<file path="src/rtl/onehot_drain_encoder_if.sv">
// Load/drain handshake bundle for onehot_drain_encoder.
// The remaining-count signal exists only when ONEHOT_DRAIN_ENCODER_COUNT_EN is defined.
interface onehot_drain_encoder_if #(
    parameter int WIDTH = 128,
    parameter int IDX_W = 7
);
    logic             load_valid;
    logic             load_ready;
    logic [WIDTH-1:0] load_vec;
    logic             idx_valid;
    logic             idx_ready;
    logic [IDX_W-1:0] idx;
    logic             idx_last;
    logic             busy;
`ifdef ONEHOT_DRAIN_ENCODER_COUNT_EN
    logic [IDX_W:0]   remaining;
`endif

    // master = vector producer / index consumer side; slave = the encoder
    modport master (
        output load_valid, load_vec, idx_ready,
        input  load_ready, idx_valid, idx, idx_last, busy
`ifdef ONEHOT_DRAIN_ENCODER_COUNT_EN
        , input remaining
`endif
    );

    modport slave (
        input  load_valid, load_vec, idx_ready,
        output load_ready, idx_valid, idx, idx_last, busy
`ifdef ONEHOT_DRAIN_ENCODER_COUNT_EN
        , output remaining
`endif
    );
endinterface

</file>
<file path="src/rtl/onehot_drain_encoder.sv">
// Turns a WIDTH-bit mask into a stream of set-bit indices, lowest first, one per handshake.
// Optional ONEHOT_DRAIN_ENCODER_COUNT_EN adds a remaining-index counter.
module onehot_drain_encoder #(
    parameter int WIDTH = 128,
    parameter int IDX_W = 7
) (
    input  logic                   clk,
    input  logic                   rst,
    onehot_drain_encoder_if.slave  bus
);
    typedef enum logic {IDLE, DRAIN} state_t;

    state_t           state, state_nxt;
    logic [WIDTH-1:0] pending;
    logic [WIDTH-1:0] enc_in;
    logic [WIDTH-1:0] enc_rest;
    logic [IDX_W-1:0] enc_idx;
    logic [IDX_W-1:0] idx_q;
    logic             idx_valid_q;
    logic             idx_last_q;
    logic             load_acc;
    logic             load_nz;
    logic             hs;

    assign load_acc = bus.load_valid & bus.load_ready;
    assign load_nz  = |bus.load_vec;
    assign hs       = idx_valid_q & bus.idx_ready;

    // Single shared encoder: fed by the incoming vector in IDLE, by the leftover mask in DRAIN.
    assign enc_in = (state == IDLE) ? bus.load_vec : pending;

    always_comb begin
        enc_idx = '0;
        for (int i = WIDTH - 1; i >= 0; i--)
            if (enc_in[i]) enc_idx = IDX_W'(i);
    end

    // x & (x-1) drops the lowest set bit
    assign enc_rest = enc_in & (enc_in - WIDTH'(1));

    always_ff @(posedge clk or posedge rst) begin
        if (rst) state <= IDLE;
        else     state <= state_nxt;
    end

    always_comb begin
        state_nxt = state;
        case (state)
            IDLE:    if (load_acc && load_nz) state_nxt = DRAIN;
            DRAIN:   if (hs && pending == '0) state_nxt = IDLE;
            default: state_nxt = IDLE;
        endcase
    end

    always_comb begin
        bus.load_ready = (state == IDLE);
        bus.busy       = (state == DRAIN);
    end

    always_ff @(posedge clk or posedge rst) begin
        if (rst) begin
            pending     <= '0;
            idx_q       <= '0;
            idx_last_q  <= 1'b0;
            idx_valid_q <= 1'b0;
        end else if (state == IDLE) begin
            if (load_acc && load_nz) begin
                idx_q       <= enc_idx;
                pending     <= enc_rest;
                idx_last_q  <= (enc_rest == '0);
                idx_valid_q <= 1'b1;
            end
        end else if (hs) begin
            if (pending != '0) begin
                idx_q      <= enc_idx;
                pending    <= enc_rest;
                idx_last_q <= (enc_rest == '0);
            end else begin
                // idx keeps its final value after the drain completes
                idx_valid_q <= 1'b0;
                idx_last_q  <= 1'b0;
            end
        end
    end

    assign bus.idx       = idx_q;
    assign bus.idx_valid = idx_valid_q;
    assign bus.idx_last  = idx_last_q;

`ifdef ONEHOT_DRAIN_ENCODER_COUNT_EN
    logic [IDX_W:0] popcnt;
    logic [IDX_W:0] remaining_q;

    always_comb begin
        popcnt = '0;
        for (int i = 0; i < WIDTH; i++)
            popcnt = popcnt + (IDX_W + 1)'(bus.load_vec[i]);
    end

    // Reaches zero on the final handshake, so IDLE always reads 0.
    always_ff @(posedge clk or posedge rst) begin
        if (rst)                                  remaining_q <= '0;
        else if (state == IDLE && load_acc && load_nz) remaining_q <= popcnt;
        else if (state == DRAIN && hs)            remaining_q <= remaining_q - 1'b1;
    end

    assign bus.remaining = remaining_q;
`endif
endmodule

</file>
<file path="src/flat_wrapper.sv">
// flat-port wrapper written by rule: the top's interface ports become plain ports
module onehot_drain_encoder_flat 
#(
    parameter int WIDTH = 128,
    parameter int IDX_W = 7
)
  (clk, rst, bus_load_valid, bus_load_vec, bus_idx_ready, bus_load_ready, bus_idx_valid, bus_idx, bus_idx_last, bus_busy);
  onehot_drain_encoder_if #(.WIDTH(WIDTH), .IDX_W(IDX_W)) bus_i ();
  input  logic clk;
  input  logic rst;
  input wire logic [$bits(bus_i.load_valid)-1:0] bus_load_valid;
  input wire logic [$bits(bus_i.load_vec)-1:0] bus_load_vec;
  input wire logic [$bits(bus_i.idx_ready)-1:0] bus_idx_ready;
  output wire logic [$bits(bus_i.load_ready)-1:0] bus_load_ready;
  output wire logic [$bits(bus_i.idx_valid)-1:0] bus_idx_valid;
  output wire logic [$bits(bus_i.idx)-1:0] bus_idx;
  output wire logic [$bits(bus_i.idx_last)-1:0] bus_idx_last;
  output wire logic [$bits(bus_i.busy)-1:0] bus_busy;
  assign bus_i.load_valid = bus_load_valid;
  assign bus_i.load_vec = bus_load_vec;
  assign bus_i.idx_ready = bus_idx_ready;
  assign bus_load_ready = bus_i.load_ready;
  assign bus_idx_valid = bus_i.idx_valid;
  assign bus_idx = bus_i.idx;
  assign bus_idx_last = bus_i.idx_last;
  assign bus_busy = bus_i.busy;
  onehot_drain_encoder #(.WIDTH(WIDTH), .IDX_W(IDX_W)) u_core (.clk(clk), .rst(rst), .bus(bus_i));
endmodule
</file>
<file path="config.mk">
export PLATFORM = sky130hd
export DESIGN_NAME = onehot_drain_encoder_flat
export DESIGN_NICKNAME = d
export VERILOG_FILES = /design/src/rtl/onehot_drain_encoder_if.sv /design/src/rtl/onehot_drain_encoder.sv /design/src/flat_wrapper.sv
export SDC_FILE = /design/constraint.sdc
export NUM_CORES = 1
export LEC_CHECK = 0
export CORE_AREA = 5 5 162 164
export CTS_CLUSTER_SIZE = 25
export DETAILED_ROUTE_END_ITERATION = 8
export DIE_AREA = 0 0 167 169
export PLACE_DENSITY = 0.89
export RECOVER_POWER = 100
export SYNTH_ARGS = -nofsm -noshare
export SYNTH_HDL_FRONTEND = slang
export SYNTH_SLANG_ARGS = --single-unit
</file>
<file path="constraint.sdc">
create_clock -name clk -period 5.3 [get_ports clk]
set_input_delay 1.59 -clock clk [delete_from_list [all_inputs] [get_ports clk]]
set_output_delay 1.59 -clock clk [all_outputs]
set_load 0.01 [all_outputs]
</file>
Yosys cells after proc, flatten, opt, wreduce, memory -nomap -nowiden
Cells that the tools add are included.
{ "classes": {"n_addsub": 1, "n_mul": 0, "n_div": 0, "order_cmp": 0, "n_eq_ne": 3, "n_shift": 0, "mux": 148, "bitwise": 4, "reduce_logical": 10} }
{ "op_table": {"columns": ["op", "count"], "rows": [
  ["$mux 7", 132],
  ["$mux 128", 5],
  ["$logic_not 128->1", 2],
  ["$and 128x128->128", 1],
  ["$reduce_bool 128->1", 1],
  ["$reduce_or 128->1", 1],
  ["$sub 128x1->128 const B", 1],
  ["$mux 1", 10],
  ["$ne 2x2->1 const B", 3],
  ["$reduce_and 3->1", 2],
  ["$and 1x1->1", 2],
  ["$logic_and 1x1->1", 2],
  ["$pmux 1 s2", 1],
  ["$reduce_and 2->1", 1],
  ["$reduce_bool 2->1", 1],
  ["$not 1->1", 1]
]} }
{ "word_totals": {"reg_bits": 138, "latch_bits": 0, "ram_bits": 0, "romBits": 0, "input_bits": 132, "out_inout_bits": 11, "wordCells": 171, "mem_count": 0} }

Depth between registers and ports, before layout
{ "logic_depth": {"depth_word": 132, "mapped_depth": 18, "ltp_nobuf": 10} }

Least setup slack after synthesis
No wires, ideal clock.
{ "synth_timing": {"path_kind": "input -> register", "start": "in bus_load_vec[17]", "end": "reg u_core.idx_last_q, in the netlist u_core.bus.idx_last", "setup_time_ps": 66, "t_arrival_ps": 4431, "t_required_ps": 5234, "setup_slack_ps": 804, "cell_stages": 12, "path_buffers": 2, "cell_sequence": "clkbuf_1 > nor3_1 > o22ai_1 > nor4_4 > nand4_4 > buf_6 > o41ai_2 > o211ai_1 > a2111oi_2 > o2111ai_1 > nor4_1 > a22o_1"} }
{ "synth_via": {"elab_chain_cells": 7, "elab_cells_between_ends": 12, "classes_between": "add/sub: 1; mux: 5; bitwise: 1; reduce/logical: 5"} }
{ "synth_lines": {"columns": ["item", "line_no", "source"], "rows": [
  ["start: declaration", "flat_wrapper.sv:12", "input wire logic [$bits(bus_i.load_vec)-1:0] bus_load_vec;"],
  ["$mux 128", "onehot_drain_encoder.sv:30", "assign enc_in = (state == IDLE) ? bus.load_vec : pending;"],
  ["$sub 128x1->128", "onehot_drain_encoder.sv:39", "assign enc_rest = enc_in & (enc_in - WIDTH'(1));"],
  ["$and 128x128->128", "onehot_drain_encoder.sv:39", null],
  ["$logic_not 128->1", "onehot_drain_encoder.sv:70, onehot_drain_encoder.sv:77", null],
  ["$mux 1", "onehot_drain_encoder.sv:74", "if (pending != '0) begin"],
  ["$mux 1", "onehot_drain_encoder.sv:73", "end else if (hs) begin"],
  ["$mux 1", "onehot_drain_encoder.sv:66", "end else if (state == IDLE) begin"],
  ["end signal: assignment", "onehot_drain_encoder.sv:70", "idx_last_q <= (enc_rest == '0);"],
  ["end signal: assignment", "onehot_drain_encoder.sv:77", "idx_last_q <= (enc_rest == '0);"],
  ["end: declaration", "onehot_drain_encoder.sv:20", "logic idx_last_q;"]
]} }
Parallel ways exist; a longest one is shown, timed or not. The select of a mux whose other input is x is not followed.
A chain may end at the register's enable or synchronous reset.

Worst setup path in the final report
{ "layout_timing": {"start": "in bus_load_vec[100]", "end": "reg u_core.pending[13]"} }
{ "layout_via": {"elab_chain_cells": 4} }
{ "layout_lines": {"columns": ["item", "line_no", "source"], "rows": [
  ["$reduce_or 128->1", "onehot_drain_encoder.sv:26", "assign load_nz = |bus.load_vec;"],
  ["$logic_and 1x1->1", "onehot_drain_encoder.sv:67", "if (load_acc && load_nz) begin"],
  ["$reduce_bool 2->1 (no line)", null, null],
  ["$reduce_and 3->1 (no line)", null, null],
  ["end signal: assignment", "onehot_drain_encoder.sv:69", "pending <= enc_rest;"],
  ["end signal: assignment", "onehot_drain_encoder.sv:76", "pending <= enc_rest;"],
  ["end: declaration", "onehot_drain_encoder.sv:14", "logic [WIDTH-1:0] pending;"]
]} }
No other way between the ends.

==> run_results.csv <==
group,metric,value,unit
status,outcome,"finished with violations",
status,violations,"max-capacitance violations, max-slew violations",
floorplanning,num_io_pins,143,
synth,synth-async-reset-ratio,100.0,%
power,netSwitchingPower,3696,uW
power,internal_power,3891,uW
synth,synth.net_count,1792,
clock_network,clock-sinks,137,
floorplanning,floorplan.die.width,167,um
power,p_clk_share,17.0,%
grt,grt_pass1_wl,93780,um
grt,antenna_violations_before_repair,4,
placement,detailed_place.area,0.01610,mm^2
grt,grt_pass1_vias,15240,
clock_network,clock_path_buffers,2,
power,total_power_after_layout,7587,uW
setup_path,reg_to_reg_critical_path_startpoint,"u_core.bus.busy",
synth,ys.flop_type,"sky130_fd_sc_hd__dfrtp_1",
placement,detailed_place_hpwl,49020,um
detailed_routing,num_vias,16260,
setup_path,crit_path_max_incr_delay,0.63,ns
detailed_routing,detail_route.iter0.violations,2837,
setup_path,crit_fanout,32,
synth,synth.top_cells.by_area,"sky130_fd_sc_hd__dfrtp_1, sky130_fd_sc_hd__mux2_2, sky130_fd_sc_hd__nand2_1",
synth,yosys_register_bits,137,
power,power.density_cell_area,457.8,mW/mm^2
detailed_routing,antenna_violating_nets_post_route,0,
timing,timing.final.setup_violations,0,
clock_network,buffer_count_from_post_cts_setup_fixing,0,
clock_network,worst_skew_pair_latency,0.44,ns
power,ir_worst_vdd,0.2619,mV
floorplanning,start_util,51.88,%
floorplanning,core,0.02475,mm^2
detailed_routing,count_of_tritonroute_iterations_in_the_first_routing_pass,6,
cells_and_area,number_of_nets_in_the_finished_design,2090,
setup_path,crit_arrival,5.58,ns
setup_path,r2r-end,"u_core.bus.idx_last",
timing,clock-skew-final,0.01648,ns
power,seq_power_share,27.7,%
grt,gr-total-overflow,0,
job,maxCapViolCount,1,
grt,maximum_number_of_pins_on_one_net_before_global_route_repair,74,
synth,syn_area_per_cell,7.733,um^2
synth,synth_sequential_area_ratio,26.71,%
synth,synth_top_area_cell,"sky130_fd_sc_hd__dfrtp_1",
power,power.static_leakage,0.006940,uW
timing,max_freq,0.1905,GHz
clock_network,tritoncts,"done",
cells_and_area,post-route-cell-area,0.01657,mm^2
timing,final_hold_viol_count,0,
synth,synth_area,0.01284,mm^2
synth,synth.lib_cells_used.distinct,80,
cells_and_area,synthToLayoutAreaGrowth,29.09,%
setup_path,worst_path_dominant_cell_family,"buffers and inverters",
setup_path,worstSetupStartpointType,"input port",
timing,final-max-slew-violation-count,54,
setup_path,rr_worst_depth,13,
cells_and_area,layout.area.seq,0.003432,mm^2
worst_hold_path,timing.hold.worst.class,"reg2reg",
detailed_routing,remaining_drc_errors,0,
timing,min_period,5.249,ns
timing,max_slew.worst_pin.slew,2.642,ns
setup_path,timing.critical_path.cells,"clkdlybuf4s50_1 -> buf_4 -> nor4_1 -> clkbuf_1 -> nand4_1 -> clkbuf_1 -> nor4_1 -> clkbuf_1 -> a311oi_1 -> a21oi_1 -> buf_12 -> clkbuf_1 -> a211oi_1 -> a21o_1",
placement,numPortBuffers,142,
floorplanning,die_h,169,um
setup_path,reg2reg_setup_slack,0.49,ns
clock_network,clk_root_buffer_cell,"sky130_fd_sc_hd__clkbuf_16",
detailed_routing,post_drt_wl_per_cell,27.16,um
setup_path,cpMostUsedCell,"sky130_fd_sc_hd__clkbuf_1",
synth,synthCells,1660,
clock_network,clkSlewWorstSetupHoldPaths,0.07,ns
setup_path,cpMaxStageDelayCell,"sky130_fd_sc_hd__a21oi_1",
timing,rsz_0062_raised_after_global_routing,"false",
setup_path,critical_path_cell_count,14,
timing,final.period_utilization,99.05,%
synth,synth_top_family_by_area,"simple AND/OR/NAND/NOR gates",
setup_path,type_of_element_capturing_the_critical_path,"flip-flop",
synth,synth_warnings,0,
power,netSwitchingFraction,48.72,%
synth,synth_largest_type_area_fraction,26.71,%
setup_path,worst-endpoint-required,5.63,ns
power,share_comb_of_total_power,55.3,%
cells_and_area,num_antenna_cells,0,
floorplanning,fp-row-count,58,
detailed_routing,mean_number_of_vias_per_cell,7.068,
synth,post_synth_fa_ha_maj_area_fraction,0,%
floorplanning,total_die_area,0.02822,mm^2
timing,worst_slew_margin_rel,-77.12,%
setup_path,timing_worst_setup_path_type,"in2reg",
placement,weighted_congestion_at_the_end_of_routability_driven_global_placement,1.116,
worst_hold_path,end_point_of_the_worst_hold_path,"u_core.bus.idx[2]",
synth,synth_enable_flop_cells,0,
cells_and_area,post_route_cells_drive_above_1_share,18.11,%
synth,post_synth_mux_area_share,11.25,%
synth,yosys.area_share.xor_xnor,0,%
worst_hold_path,worstHoldPathCells,2,
clock_network,htree_levels,4,
worst_hold_path,min-delay-start,"u_core.bus.idx[2]",
grt,gr-usage-all-layers,42.75,%
clock_network,cts_made_buffers,17,
cells_and_area,final.fill_count,2161,
synth,fraction_of_the_mapped_netlist_area_in_compound_gates,25.57,%
detailed_routing,totalWireLength,62500,um
synth,area_fraction_in_and_or_nand_and_nor_cells_after_synthesis,31.95,%
cells_and_area,multi_input_logic_area,0.008835,mm^2
setup_path,cp.buffers_inverters,7,
[how the worst max path moves through the flow]
stage / from / to / slack [ns]
CTS: bus_load_vec[11] / u_core.bus.idx_last / 0.16
global placement: bus_load_vec[11] / u_core.bus.idx_last / -0.28
global route: bus_load_vec[100] / u_core.pending[109] / 0.03
detailed placement: bus_load_vec[11] / u_core.bus.idx_last / -0.26
floorplan: rst / u_core.bus.busy / 0.04
finish: bus_load_vec[100] / u_core.pending[13] / 0.05
[layout by cell type, fill, tap and decap left out, drive strengths merged, types with 29 or more instances in the layout]
| master | synthesis | final |
|---|---|---|
| nor4 | 74 | 74 |
| nand2 | 198 | 198 |
| a21oi | 87 | 87 |
| dfrtp | 137 | 137 |
| mux2i | 70 | 70 |
| nor3b | 55 | 55 |
| o31ai | 39 | 39 |
| a32o | 40 | 40 |
| mux2 | 66 | 66 |
| o22ai | 29 | 29 |
| nor3 | 130 | 130 |
| buf | 46 | 205 |
| clkbuf | 41 | 37 |
| clkdlybuf4s50 | 0 | 131 |
| nand4 | 30 | 30 |
| o21ai | 113 | 113 |
| nor2 | 148 | 148 |
| inv | 40 | 42 |
[per-layer routing]
metal,up-vias,track usage [%],routed length (um)
met4,8,19.92,3794
met1,7660,56.01,23760
met5,-,0,60
met3,285,12.05,7925
li1,7017,-,-
met2,1293,65.57,26960
[tightest hold or removal path, stage by stage (launching register included)]
cell and delay [ns]:
sky130_fd_sc_hd__dfrtp_1 0.34, sky130_fd_sc_hd__nand2_1 0.05, sky130_fd_sc_hd__o31ai_1 0.06
[registers in the layout, summed over array words and instances (netlist names)]
signal and count:
u_core.bus.idx 7, u_core.pending 127, u_core.bus.idx_valid 1, u_core.bus.idx_last 1
u_core.bus.busy 1
[kinds of logic after synthesis]
kind of cell | after synthesis
AOI/OAI and AO/OA | 480
buffers and inverters | 127
DFF | 137
muxes | 136
and+or+nand+nor | 780
[through the flow]
stage / TNS [ns] / hold slack, ns / util [%] / setup WS, ns / std cells
2_1_floorplan: 0 / 0.4717 / - / 0.04219 / 1660
3_3_place_gp: -0.2823 / 0.4645 / 65.05 / -0.2823 / 2269
3_5_place_dp: -0.2619 / 0.4765 / 65.05 / -0.2619 / 2269
6_report: 0 / 0.4857 / 66.97 / 0.05059 / 2301
4_1_cts: 0 / 0.4910 / 67.48 / 0.1605 / 2301
5_1_grt: 0 / 0.5222 / 66.97 / 0.03094 / 2301
[cell usage after synthesis, drive strengths merged (5+ instances only)]
| library cell | instances |
|---|---|
| or3b | 8 |
| o221ai | 6 |
| and3 | 7 |
| nand4 | 30 |
| a31oi | 18 |
| or3 | 24 |
| and2 | 10 |
| a32o | 40 |
| or2 | 23 |
| clkbuf | 41 |
| nor3b | 55 |
| nor2 | 148 |
| nand2 | 198 |
| inv | 40 |
| o41ai | 5 |
| o31ai | 39 |
| a21boi | 6 |
| nor3 | 130 |
| a211oi | 20 |
| o311ai | 5 |
| or4 | 10 |
| o21ai | 113 |
| o211ai | 10 |
| nand3 | 23 |
| a22oi | 10 |
| o2111ai | 7 |
| a2111oi | 10 |
| nand2b | 18 |
| o22ai | 29 |
| a21o | 24 |
| nor4 | 74 |
| mux2i | 70 |
| buf | 46 |
| dfrtp | 137 |
| mux2 | 66 |
| a21oi | 87 |
| nor2b | 11 |
| a311oi | 5 |
[area by class of cell]
cell class              instances  area share (%)
flip-flops and latches        137           20.71
clock buffers                  18           2.590
multi-input cells            1396           53.31
repair buffers                366           18.94
inverters                      40          0.9136
clock inverters                14           1.042
well taps                     330           2.492
[power by group through the flow]
| stage | Clock (uW) | Combinational [uW] | Sequential (uW) |
|---|---|---|---|
| 6_report | 1290 | 4190 | 2100 |
| 3_3_place_gp | 0 | 4010 | 2050 |
| 2_1_floorplan | 0 | 2540 | 1800 |
| 3_5_place_dp | 0 | 4040 | 2070 |
| 5_1_grt | 1340 | 4450 | 2130 |
| 4_1_cts | 1290 | 4070 | 2050 |
[timing repair]
action	in CTS	in global routing
setup endpoints to repair	0	1
hold buffers	0	0
resized for setup	0	2
Power figures use the tool's default switching activity.
